File: config.mk
export PLATFORM = sky130hd
export DESIGN_NAME = keypad_code_lock
export DESIGN_NICKNAME = d
export VERILOG_FILES = /design/src/rtl/keypad_pkg.sv /design/src/rtl/key_debouncer.sv /design/src/rtl/keypad_code_lock.sv
export SDC_FILE = /design/constraint.sdc
export NUM_CORES = 1
export LEC_CHECK = 0
export CAP_MARGIN = 10
export CORE_UTILIZATION = 48
export CTS_BUF_LIST = sky130_fd_sc_hd__clkbuf_4 sky130_fd_sc_hd__clkbuf_8
export DETAILED_ROUTE_END_ITERATION = 6
export PLACE_DENSITY = 0.79
export SLEW_MARGIN = 20
export SYNTH_ARGS = -nofsm -noshare
export SYNTH_HDL_FRONTEND = slang
export SYNTH_SLANG_ARGS = --single-unit
File: constraint.sdc
create_clock -name clk -period 1.95 [get_ports clk]
set_input_delay 0.2925 -clock clk [delete_from_list [all_inputs] [get_ports clk]]
set_output_delay 0.2925 -clock clk [all_outputs]
set_load 0.02 [all_outputs]
File: src/rtl/keypad_pkg.sv
// keypad_pkg
// Shared types and constants for the keypad code lock.
//   lock_state_t : controller states
//   deb_mode_t   : debouncer mode (qualify a press, or confirm a release)
//   bcd_t        : one BCD digit
//   DIGITS       : digits per code entry
//   BCD_MAX      : largest legal digit value
package keypad_pkg;

  typedef logic [3:0] bcd_t;

  typedef enum logic [2:0] {
    COLLECT,
    WAIT_REL,
    CHECK,
    OPEN,
    LOCKED
  } lock_state_t;

  typedef enum logic {
    DEB_PRESS,
    DEB_RELEASE
  } deb_mode_t;

  localparam logic [2:0] DIGITS  = 3'd4;
  localparam bcd_t       BCD_MAX = 4'd9;

endpackage

File: src/rtl/key_debouncer.sv
// key_debouncer
// Counts consecutive stable keypad samples and fires a single-cycle strobe.
// In press mode it needs DEB_CYCLES samples of the same legal digit.
// In release mode it needs DEB_CYCLES samples with key_valid low.
// Ports:
//   clk, rst_n  : clock and synchronous active-low reset
//   enable      : when low, the count is cleared and no strobe is produced
//   mode        : DEB_PRESS or DEB_RELEASE
//   key_digit   : digit from the keypad decoder
//   key_valid   : decoder "key pressed" flag
//   strobe      : combinational; high on the sample that completes the run
module key_debouncer
  import keypad_pkg::*;
#(
  parameter int DEB_CYCLES = 4
) (
  input  logic      clk,
  input  logic      rst_n,
  input  logic      enable,
  input  deb_mode_t mode,
  input  bcd_t      key_digit,
  input  logic      key_valid,
  output logic      strobe
);

  localparam int            CW       = $clog2(DEB_CYCLES + 1);
  localparam logic [CW-1:0] CNT_LAST = CW'(DEB_CYCLES - 1);
  localparam logic [CW-1:0] CNT_ONE  = CW'(1);

  logic [CW-1:0] deb_cnt;
  logic [CW-1:0] cnt_d;
  bcd_t          prev_digit;
  logic          qualifying;
  logic          same_run;

  // The strobe is taken straight from the sample that completes the run so
  // the top can register the accepted digit on that same edge.
  always_comb begin
    qualifying = key_valid && (key_digit <= BCD_MAX);
    same_run   = (deb_cnt != '0) && (key_digit == prev_digit);
    cnt_d      = '0;
    strobe     = 1'b0;
    if (enable) begin
      if (mode == DEB_PRESS) begin
        if (qualifying) begin
          // A changed digit restarts the run but is itself the first sample.
          if (!same_run)                cnt_d  = CNT_ONE;
          else if (deb_cnt == CNT_LAST) strobe = 1'b1;
          else                          cnt_d  = deb_cnt + CNT_ONE;
        end
      end else if (!key_valid) begin
        if (deb_cnt == CNT_LAST) strobe = 1'b1;
        else                     cnt_d  = deb_cnt + CNT_ONE;
      end
    end
  end

  always_ff @(posedge clk) begin
    if (!rst_n) begin
      deb_cnt    <= '0;
      prev_digit <= '0;
    end else begin
      deb_cnt    <= cnt_d;
      prev_digit <= key_digit;
    end
  end

endmodule

File: src/rtl/keypad_code_lock.sv
// keypad_code_lock
// Debounced 4-digit code entry with unlock window and failed-attempt lockout.
// Ports:
//   clk, rst_n      : clock and synchronous active-low reset
//   key_digit       : decoder digit, values above 9 are ignored
//   key_valid       : decoder "key pressed" flag
//   clear           : abort the current entry
//   entry           : BCD digits entered so far, newest in [3:0]
//   digits_entered  : number of digits held (0..4)
//   open            : unlock window active
//   err             : one-cycle pulse after a wrong code
//   locked          : lockout active
//   fails           : consecutive failed attempts
//
// state    | meaning
// COLLECT  | waiting for a debounced press
// WAIT_REL | waiting for a debounced release
// CHECK    | compare the 4-digit entry against CODE (one cycle)
// OPEN     | unlock window, keys ignored
// LOCKED   | lockout after MAX_FAILS wrong codes, keys and clear ignored
module keypad_code_lock
  import keypad_pkg::*;
#(
  parameter int          DEB_CYCLES  = 4,
  parameter logic [15:0] CODE        = 16'h1234,
  parameter int          OPEN_CYCLES = 8,
  parameter int          MAX_FAILS   = 3,
  parameter int          LOCK_CYCLES = 16
) (
  input  logic        clk,
  input  logic        rst_n,
  input  logic [3:0]  key_digit,
  input  logic        key_valid,
  input  logic        clear,
  output logic [15:0] entry,
  output logic [2:0]  digits_entered,
  output logic        open,
  output logic        err,
  output logic        locked,
  output logic [1:0]  fails
);

  localparam int            TMR_MAX    = (OPEN_CYCLES > LOCK_CYCLES) ? OPEN_CYCLES : LOCK_CYCLES;
  localparam int            TW         = $clog2(TMR_MAX + 1);
  localparam logic [TW-1:0] OPEN_LOAD  = TW'(OPEN_CYCLES - 1);
  localparam logic [TW-1:0] LOCK_LOAD  = TW'(LOCK_CYCLES - 1);
  localparam logic [1:0]    FAIL_LIMIT = 2'(MAX_FAILS);

  lock_state_t   state;
  lock_state_t   state_d;
  logic [15:0]   entry_q;
  logic [2:0]    digits_q;
  logic [1:0]    fails_q;
  logic          err_q;
  logic [TW-1:0] timer_q;

  logic          deb_enable;
  deb_mode_t     deb_mode;
  logic          deb_strobe;
  logic          code_match;
  logic [1:0]    fails_inc;
  logic          last_digit;

  // Clearing the debouncer on clear restarts any release count in progress.
  assign deb_enable = ((state == COLLECT) || (state == WAIT_REL)) && !clear;
  assign deb_mode   = (state == WAIT_REL) ? DEB_RELEASE : DEB_PRESS;
  assign code_match = (entry_q == CODE);
  assign fails_inc  = fails_q + 2'd1;
  assign last_digit = (digits_q == DIGITS - 3'd1);

  key_debouncer #(
    .DEB_CYCLES (DEB_CYCLES)
  ) u_deb (
    .clk       (clk),
    .rst_n     (rst_n),
    .enable    (deb_enable),
    .mode      (deb_mode),
    .key_digit (key_digit),
    .key_valid (key_valid),
    .strobe    (deb_strobe)
  );

  always_ff @(posedge clk) begin
    if (!rst_n) state <= COLLECT;
    else        state <= state_d;
  end

  always_comb begin
    state_d = state;
    case (state)
      COLLECT: begin
        if (clear)           state_d = WAIT_REL;
        else if (deb_strobe) state_d = last_digit ? CHECK : WAIT_REL;
      end
      WAIT_REL: begin
        if (deb_strobe) state_d = COLLECT;
      end
      CHECK: begin
        if (code_match)                  state_d = OPEN;
        else if (fails_inc == FAIL_LIMIT) state_d = LOCKED;
        else                              state_d = WAIT_REL;
      end
      OPEN, LOCKED: begin
        if (timer_q == '0) state_d = WAIT_REL;
      end
      default: state_d = COLLECT;
    endcase
  end

  always_comb begin
    open           = (state == OPEN);
    locked         = (state == LOCKED);
    err            = err_q;
    entry          = entry_q;
    digits_entered = digits_q;
    fails          = fails_q;
  end

  // Timer is loaded with N-1 on entry so the window spans exactly N cycles.
  always_ff @(posedge clk) begin
    if (!rst_n) begin
      entry_q  <= '0;
      digits_q <= '0;
      fails_q  <= '0;
      err_q    <= 1'b0;
      timer_q  <= '0;
    end else begin
      err_q <= 1'b0;
      case (state)
        COLLECT: begin
          if (clear) begin
            entry_q  <= '0;
            digits_q <= '0;
          end else if (deb_strobe) begin
            entry_q  <= {entry_q[11:0], key_digit};
            digits_q <= digits_q + 3'd1;
          end
        end
        WAIT_REL: begin
          if (clear) begin
            entry_q  <= '0;
            digits_q <= '0;
          end
        end
        CHECK: begin
          entry_q  <= '0;
          digits_q <= '0;
          if (code_match) begin
            fails_q <= '0;
            timer_q <= OPEN_LOAD;
          end else begin
            err_q <= 1'b1;
            if (fails_inc == FAIL_LIMIT) begin
              fails_q <= '0;
              timer_q <= LOCK_LOAD;
            end else begin
              fails_q <= fails_inc;
            end
          end
        end
        OPEN, LOCKED: begin
          if (timer_q != '0) timer_q <= timer_q - TW'(1);
        end
        default: ;
      endcase
    end
  end

endmodule
Yosys cells after proc, flatten, opt, wreduce, memory -nomap -nowiden. Cells that the tools add are included.

Equality and inequality tests: 15. Reductions and logical operators: 17. $lt $le $gt $ge: 1. Muxes and demuxes: 35. Add/subtract/negate cells: 4.

Operators with widths (number): 16-bit 2-to-1 mux (3); 16-bit one-hot mux with 3 select lines (1); 3-bit 2-to-1 mux (14); 16-bit by 13-bit equality test with 1-bit output, second input constant (1); 5-bit 2-to-1 mux (3); 3-bit by 2-bit equality test with 1-bit output, second input constant (4); 3-bit one-hot mux with 4 select lines (1); 5-bit one-hot mux with 2 select lines (1); 3-bit one-hot mux with 3 select lines (1); 3-bit AND reduction (3); 1-bit 2-to-1 mux (8); 2-bit != test, second input constant (4); 3-bit by 1-bit adder with 3-bit output, second input constant (2); 2-bit 2-to-1 mux (3); 3-bit != test, second input constant (2); 3-bit nonzero test (2); 5-bit logical NOT (1); 5-bit nonzero test (1); 5-bit by 1-bit subtractor with 5-bit output, second input constant (1); 4-bit equality test (1); 4-bit less-or-equal comparator, second input constant (1); 2-bit AND reduction (2); 3-bit by 1-bit equality test with 1-bit output, second input constant (1); 3-bit equality test, second input constant (1); other kinds (8) (10).

Word-level logic and storage cells: 80. Output and inout bits: 24. Input bits: 8. Register bits after elaboration: 37.

Depth between registers and ports, before layout. Gate-level depths: netlist of the first run.

Word-level depth: 9. Mapped depth: 8. Depth with buffers taken out: 7.

Hierarchy. A second synthesis of the first run with hierarchy kept.

Cell total of the unflattened synthesis: 204. Area total of the unflattened synthesis: 1840.5 µm².

Modules (own cells, without submodules): keypad_code_lock (area each 1512.7 µm², cells each 168, seq. area each 600.6 µm², instances 1); key_debouncer (area each 327.8 µm², cells each 36, seq. area each 140.1 µm², instances 1).

Least setup slack after synthesis of the first run. No wires, ideal clock.

Path kind: reg-to-reg. From: reg state[0]. To: reg timer_q[3]. Slack: -0.177 ns. Clock period less this slack: 2.127 ns. Buffers on the path: 1. Setup time: 0.086 ns. Data arrival time: 2.041 ns. Cell stages (with the launch flop): 7. Data required time: 1.864 ns. Cell sequence: dfxtp_1 clkbuf_1 nor3b_1 o21ai_1 and2_0 a211o_1 a211oi_1.

Word-level cells in the longest chain between the ends: 4. Elaborated cells between the ends (all ways): 9. Those cells by class: eq/ne (5); mux (1); reduce/logical (3).

RTL lines: start: declaration (RTL line keypad_code_lock.sv:49) `lock_state_t state;`; start signal: assignment (RTL line keypad_code_lock.sv:85) `else state <= state_d;`; 3-bit equality test (*); named net locked (RTL line keypad_code_lock.sv:39) `output logic locked,`; 2-bit OR reduction (*) (RTL line keypad_code_lock.sv:129) `case (state)`; 2-bit != test (no line) or 2-bit nonzero test (tied branches); 3-bit AND reduction (no line); end signal: assignment (RTL line keypad_code_lock.sv:162) `if (timer_q != '0) timer_q <= timer_q - TW'(1);`; end: declaration (RTL line keypad_code_lock.sv:55) `logic [TW-1:0] timer_q;`.

Mark *: on every way through the listed nets, which the timed path passes. The rest lies on a longest branch. A chain may end at the register's enable or synchronous reset.

Worst setup path in the final report of the first run.
From: reg state[1]. To: reg digits_q[0], in the netlist digits_entered[0].

Word-level cells in the longest chain between the ends: 6. Elaborated cells between the ends (all ways): 13. Those cells by class: eq/ne (4); mux (4); reduce/logical (5).

RTL lines: 3-bit by 1-bit equality test with 1-bit output or 3-bit logical NOT (tied branches) (RTL line keypad_code_lock.sv:65, keypad_code_lock.sv:66, keypad_code_lock.sv:129); 1-bit 2-to-1 mux or 1-bit logical OR (tied branches) (RTL line keypad_code_lock.sv:66, keypad_code_lock.sv:65); 1-bit 2-to-1 mux or 1-bit logical AND (tied branches) (RTL line key_debouncer.sv:44, keypad_code_lock.sv:65); 1-bit 2-to-1 mux (RTL line key_debouncer.sv:43) `if (enable) begin`; 3-bit != test (no line); 3-bit AND reduction (no line); end signal: assignment (RTL line keypad_code_lock.sv:136) `digits_q <= digits_q + 3'd1;`; end: declaration (RTL line keypad_code_lock.sv:52) `logic [2:0] digits_q;`.

Parallel ways exist; a longest one is shown, timed or not.

==> results by group, run 1 <==
Yosys
  – Syn Area/Cell: 9.65 um2
  – Flops & latches, synth: 37
  – Post-synthesis sequential area ratio: 0.424
  – Yosys top cell by area: dfxtp_1
  – Syn_nets: 195
  – Ranking of synthesized cells by area: dfxtp_1 42%, a22o_1 8.0%, ha_1 4.3%
  – Mapped Cells: 181
  – Post-synth ARST share: 0
  – Main flop type after synthesis: dfxtp_1
  – Synth Cell Area: 0.00175 mm2
  – Top cell type's share of synthesized area: 0.424
  – Distinct cells, synth: around 50
  – EDFF count, synth: 0
  – Ys Warns: 0

Worst hold path
  – Hold_sp: timer_q[4]
  – Worst Hold End: timer_q[4]
  – Hold Crit Depth: 1
  – HP Class: flip-flop to flip-flop

Place
  – PortBufs: 31
  – Detailed placement HPWL: roughly 2900 um
  – Placement Setup Slack: -259 ps
  – Placer Congestion: 0.946

Floorplanning
  – Core ar.: around 0.0034 mm2
  – Initial Util: 0.511
  – Cell Rows: 21
  – Die area: ~0.0039 mm2
  – Die width: 62.3 um
  – Die H: 62.3 um
  – IO Count: 32

Final layout
  – Share of layout cells above drive strength 1: 0.177
  – Post-layout util: 0.684
  – Area of the multi-input gates: 923 um2
  – Final net count: 245
  – P&R area growth vs syn: 33.8%
  – Reg area: 742 um2
  – Commonest non-fill, non-tap cell in the layout: dfxtp_1
  – Most frequent cells in the layout: 36 x dfxtp_1, 29 x clkdlybuf4s50_1, 19 x buf_4
  – Fillers: 280
  – Antenna Cells: 0

Timing
  – Max-slew violations: 0
  – Final number of setup-violating endpoints: 0
  – Worst Max-Slew Pin Slew: roughly 340 ps
  – Skew final: 17.2 ps
  – Rel. slew slack: 0.772
  – Hold violation total from the final report: 0
  – Fmax: 537 MHz
  – Min Hold Slack: 477 ps
  – Fin crit share: 0.954
  – Min Tclk post-route: 1860 ps
  – RSZ-0062 raised after global routing: no
  – Worst Setup Slack, final: 89.1 ps

CTS
  – Clk slew on worst S/H paths: 130 ps
  – Clk sinks: 37
  – CTS tree: done
  – Max clock buf depth: 2
  – H-tree depth: 2
  – Cts bufs inserted: 5
  – Root buf cell: clkbuf_4
  – Worst skew pair latency: 360 ps
  – Hold_buf cts: 0

Routing
  – Drt wl/cell: around 14 um
  – Drc violations: 0
  – Post-route ant nets: 0
  – Drt pass-1 iters: 5
  – DR vias/cell: 5.57
  – Post-Route WL: 4010 um
  – Vias post-DR: 1549
  – Initial drt markers: 61

Pwr
  – Tot Pwr: approximately 1600 uW
  – PD cells: 676 mW/mm2
  – Leak: about 0.0009 uW
  – Worst-case vdd ir drop: 0.418 mV

Setup path
  – R2R Setup Slk: 90 ps
  – R2R depth: 5
  – Worst setup path startpoint: state[1]
  – R2R Path Start: state[1]
  – Worst Path Max Fanout: 17
  – Worst setup EP type: flip-flop
  – CP startpoint kind: flip-flop
  – Critical path type: flip-flop to flip-flop
  – Crit path arrival time: about 2100 ps
  – Critical Path RT: 2220 ps
  – RR Endpoint: digits_entered[0]

Global routing
  – Vias in the first global route: about 1.5k
  – First-pass GRT wire length: a little under 7000 um
  – Pin count of the biggest net entering global routing: 18
  – Initial antenna violation count: 0
  – Tot GR Track Use: 0.226
  – Total grt overflow: 0

Status
  – Status: finished clean

Flow run
  – Max-cap viol count: 0
-- cell families (layout without fill, tap and decap cells) --
logic type / after synthesis / in the layout / share of synthesized area
buffers and inverters: 18 / 69 / 0.0559
AND/OR/NAND/NOR: 62 / 62 / 0.222
multiplexers: 5 / 5 / 0.0294
flip-flops: 37 / 37 / 0.424
AO/OA/AOI/OAI: 48 / 48 / 0.201
XOR/XNOR: 5 / 5 / 0.0251
adder cells (fa/ha/maj): 6 / 6 / 0.0430
-- worst max-delay path by stage --
stage,slack [ps],cells after the start,endpoint
6_report,90,5,digits_entered[0]
3_3_place_gp,-210,6,digits_entered[0]
5_1_grt,30,2,locked
3_5_place_dp,-260,6,digits_entered[0]
4_1_cts,20,7,state[0]
2_1_floorplan,6,8,entry[15]
-- final cells by class --
type / count / share of cell area
multi-input combinational: 126 / 0.395
timing repair buffer: 51 / 0.201
sequential: 37 / 0.317
clock buffer: 5 / 0.0161
inverter: 10 / 0.0161
clock inverter: 3 / 0.0294
tap: 46 / 0.0246
-- through the flow --
step | instance area (um2) | instances | TNS (ps)
floorplan | 1750 | 181 | 0
global placement | 2210 | 269 | -3130
detailed placement | 2210 | 269 | -4170
CTS | 2320 | 277 | 0
global route | 2340 | 278 | 0
finish | 2340 | 278 | 0
-- sequential cells by signal, summed over array words and instances, names as in the netlist --
signal,count
u_deb.prev_digit,4
fails,2
state,3
entry,16
u_deb.deb_cnt,3
timer_q,5
digits_entered,3
err,1
-- per-layer routing --
layer,wire length [um],GRT usage,vias to the layer above
met5,0,0,-
met4,93,0.0930,0
met3,184,0.0551,10
met2,2000,0.383,37
met1,1730,0.273,743
li1,-,-,759
-- synthesized netlist by cell type (2+ instances only) --
cell type  count
o211ai_1       2
a21oi_1        4
inv_1         10
ha_1           6
a22o_1        16
nor2b_1        2
a211oi_1       5
nor4b_1        3
buf_2          3
clkbuf_1       2
o21ai_0        9
buf_6          2
nor2_1         9
nand2_1       11
xor2_1         2
and2_1         6
mux2i_1        4
dfxtp_1       37
nor3_1         3
o21a_1         3
nand2b_1       6
xnor2_1        3
nor3b_1        3
nand3_1        5
-- critical path, cell delays in order (launching register included) --
cell and delay (ps):
dfxtp_1 390, or3_4 410, nor4_4 310, nand4b_2 170, and2_4 230, mux2_2 270
-- repair_timing --
| action | in CTS | in global routing |
|---|---|---|
| pin swaps | 0 | 2 |
| hold endpoints to repair | 0 | 0 |
| resized for setup | 4 | 3 |
| buffers inserted | 0 | 1 |
| setup endpoints to repair | 4 | 5 |
-- power breakdown --
part,internal [uW],total (uW),switching (uW),leakage (uW)
clock,403,690,287,0.0000558
combinational,60.6,115,54.7,0.000542
sequential,765,776,11.0,0.000300
total,1230,1580,352,0.000897
Power figures use the tool's default switching activity.
==> run 2, diff against run 1 <==
- GPL_TIMING_DRIVEN: not set -> 0
- PLACE_DENSITY: 0.79 -> 0.77
==> run 2 against run 1 <==
Compared with the run above:
- the run now ends with negative setup slack left
- wire length decreased by 1.3%
- first-iteration DRC count increased by 4.9%
- global-route usage decreased by 1.6 points
- core utilization decreased by 0.88 points
- clock power decreased by 2%
==> results by group, run 2 (synthesized netlist as in run 1, its figures left out) <==
Status
  – Status: complete, but fails checks
  – Failing checks: negative setup slack

Final layout
  – Commonest non-fill, non-tap cell in the layout: dfxtp_1
  – Post-route cell area: 0.00231 mm2 (-1.3%)
  – Flip-flop count of the largest register after layout: 16 (unchanged)
  – Antenna Cells: 0 (unchanged)
  – Most frequent cells in the layout: 35 x dfxtp_1, 28 x clkdlybuf4s50_1, 16 x a22o_1
  – P&R area growth vs syn: 32.1%
  – Final net count: 237 (-3.3%)
  – Fillers: 266 (-5.0%)
  – Share of layout cells above drive strength 1: 0.174 (-0.00262)

Pwr
  – Worst-case vdd ir drop: 0.365 mV (-13%)
  – Leak: 0.000867 uW (-3.3%)
  – PD cells: 676 mW/mm2 (about the same)

Setup path
  – Critical path buffers and inverters: 1 (+1)
  – Crit path arrival time: 2220 ps (+90 ps)
  – Critical Path RT: 2210 ps (about the same)
  – Crit-path max cell delay: 400 ps (about the same)
  – Critical-path cell list: or3_4 > nor4_4 > nand4b_4 > and2_4 > clkbuf_16 > a22o_1
  – Largest delay share family, worst path: simple AND/OR/NAND/NOR gates
  – Critical path type: flip-flop to flip-flop
  – Worst setup path startpoint: state[2]
  – Worst Path Max Fanout: 6 (-11)
  – Crit-path slowest cell: or3_4
  – CP startpoint kind: flip-flop
  – R2R Path Start: state[2]
  – Worst setup EP type: flip-flop

Floorplanning
  – Die H: 62.3 um (unchanged)
  – Die width: 62.3 um (unchanged)
  – Die area: 0.00388 mm2 (unchanged)
  – Core ar.: 0.00342 mm2 (unchanged)
  – IO Count: 32 (unchanged)
  – Initial Util: 0.511 (unchanged)
  – Cell Rows: 21 (unchanged)

Place
  – PortBufs: 31 (unchanged)
  – Detailed placement HPWL: 2820 um (-3.2%)
  – Area post-placement: 0.00212 mm2 (-4.3%)
  – Placer Congestion: 0.860 (-9.2%)

Global routing
  – Initial antenna violation count: 0 (unchanged)
  – Tot GR Track Use: 0.210 (-0.0160)
  – Total grt overflow: 0 (unchanged)
  – Pin count of the biggest net entering global routing: 14 (-4)
  – First-pass GRT wire length: 6510 um (-6.0%)
  – Vias in the first global route: 1469 (-3.4%)

Routing
  – Drt wl/cell: 14.7 um (+1.6%)
  – Drc violations: 0 (unchanged)
  – Vias post-DR: 1514 (-2.3%)
  – Post-Route WL: 3960 um (-1.3%)
  – Post-route ant nets: 0 (unchanged)
  – Drt pass-1 iters: 4 (-1)
  – Initial drt markers: 64 (+4.9%)
  – DR vias/cell: 5.61 (+0.64%)

CTS
  – Cts bufs inserted: 5 (unchanged)
  – H-tree depth: 2 (unchanged)
  – CTS tree: done
  – Clk slew on worst S/H paths: 120 ps (about the same)
  – Clk sinks: 37 (unchanged)
  – Hold_buf cts: 0 (unchanged)
  – Max clock buf depth: 2 (unchanged)
  – Root buf cell: clkbuf_4
  – Worst skew pair latency: 350 ps (about the same)

Worst hold path
  – HP Class: flip-flop to flip-flop
  – Hold_sp: timer_q[4]

Timing
  – Skew final: 11.5 ps (-5.74 ps)
  – Min Tclk post-route: 1960 ps (+97.2 ps)
  – Fmax: 511 MHz (-5.0%)
  – Worst Max-Slew Pin Slew: 449 ps (+107 ps)
  – Hold violation total from the final report: 0 (unchanged)
  – Worst Setup Slack, final: -8.12 ps (-97.2 ps)
  – Max-slew violations: 0 (unchanged)
  – RSZ-0062 raised after global routing: yes
  – Fin crit share: 1.00 (+0.0498)
  – Rel. slew slack: 0.696 (-0.0758)
  – Final setup TNS: -14.1 ps (-14.1 ps)
  – Final number of setup-violating endpoints: 3 (+3)

Flow run
  – Max-cap viol count: 0 (unchanged)
==> run 2: area by class of cell <==
type / count / area [um2] / share of cell area
sequential: 37 / 746 / 0.323
multi-input combinational: 127 / 962 / 0.417
clock inverter: 3 / 68.8 / 0.0298
clock buffer: 5 / 37.5 / 0.0163
inverter: 10 / 37.5 / 0.0163
buffer: 5 / 36.3 / 0.0157
timing repair buffer: 37 / 362 / 0.157
tap: 46 / 57.6 / 0.0249
==> run 2: repair_timing <==
item                       4_1_cts  5_1_grt
gates cloned                     0        2
setup buffers                    1        4
gates resized for setup         12       11
pin swaps                       11        7
setup endpoints to repair       21       16
==> run 2: metal layers <==
| layer | GRT usage | routed length, um | up-vias |
|---|---|---|---|
| met5 | 0 | 0 | - |
| met4 | 0.0727 | 60 | 0 |
| met3 | 0.0588 | 172 | 8 |
| met2 | 0.378 | 2030 | 34 |
| met1 | 0.236 | 1690 | 729 |
| li1 | - | - | 743 |
==> run 2: worst paths after layout <==
path                                    to  slack (ps)  depth (start not counted)
worst max-delay path             entry[13]          -8                          6
worst min-delay path            timer_q[4]         470                          1
worst max register to register   entry[13]          -8                          6
worst min register to register  timer_q[4]         470                          1
==> run 2: report_power, final <==
part	total (uW)	internal (uW)	switching [uW]
clock	675	403	272
sequential	770	762	7.78
combinational	115	54.4	60.7
total	1560	1220	341
==> run 2: stage by stage <==
| step | setup WS (ps) | total power, uW | hold WS [ps] | util | instances |
|---|---|---|---|---|---|
| floorplan | 6.45 | 856 | 414 | - | 181 |
| global placement | -580 | 888 | 445 | 0.621 | 258 |
| detailed placement | -607 | 893 | 447 | 0.621 | 258 |
| CTS | 1.50 | 1560 | 464 | 0.658 | 266 |
| global route | -85.2 | 1620 | 514 | 0.675 | 270 |
| finish | -8.12 | 1560 | 471 | 0.675 | 270 |
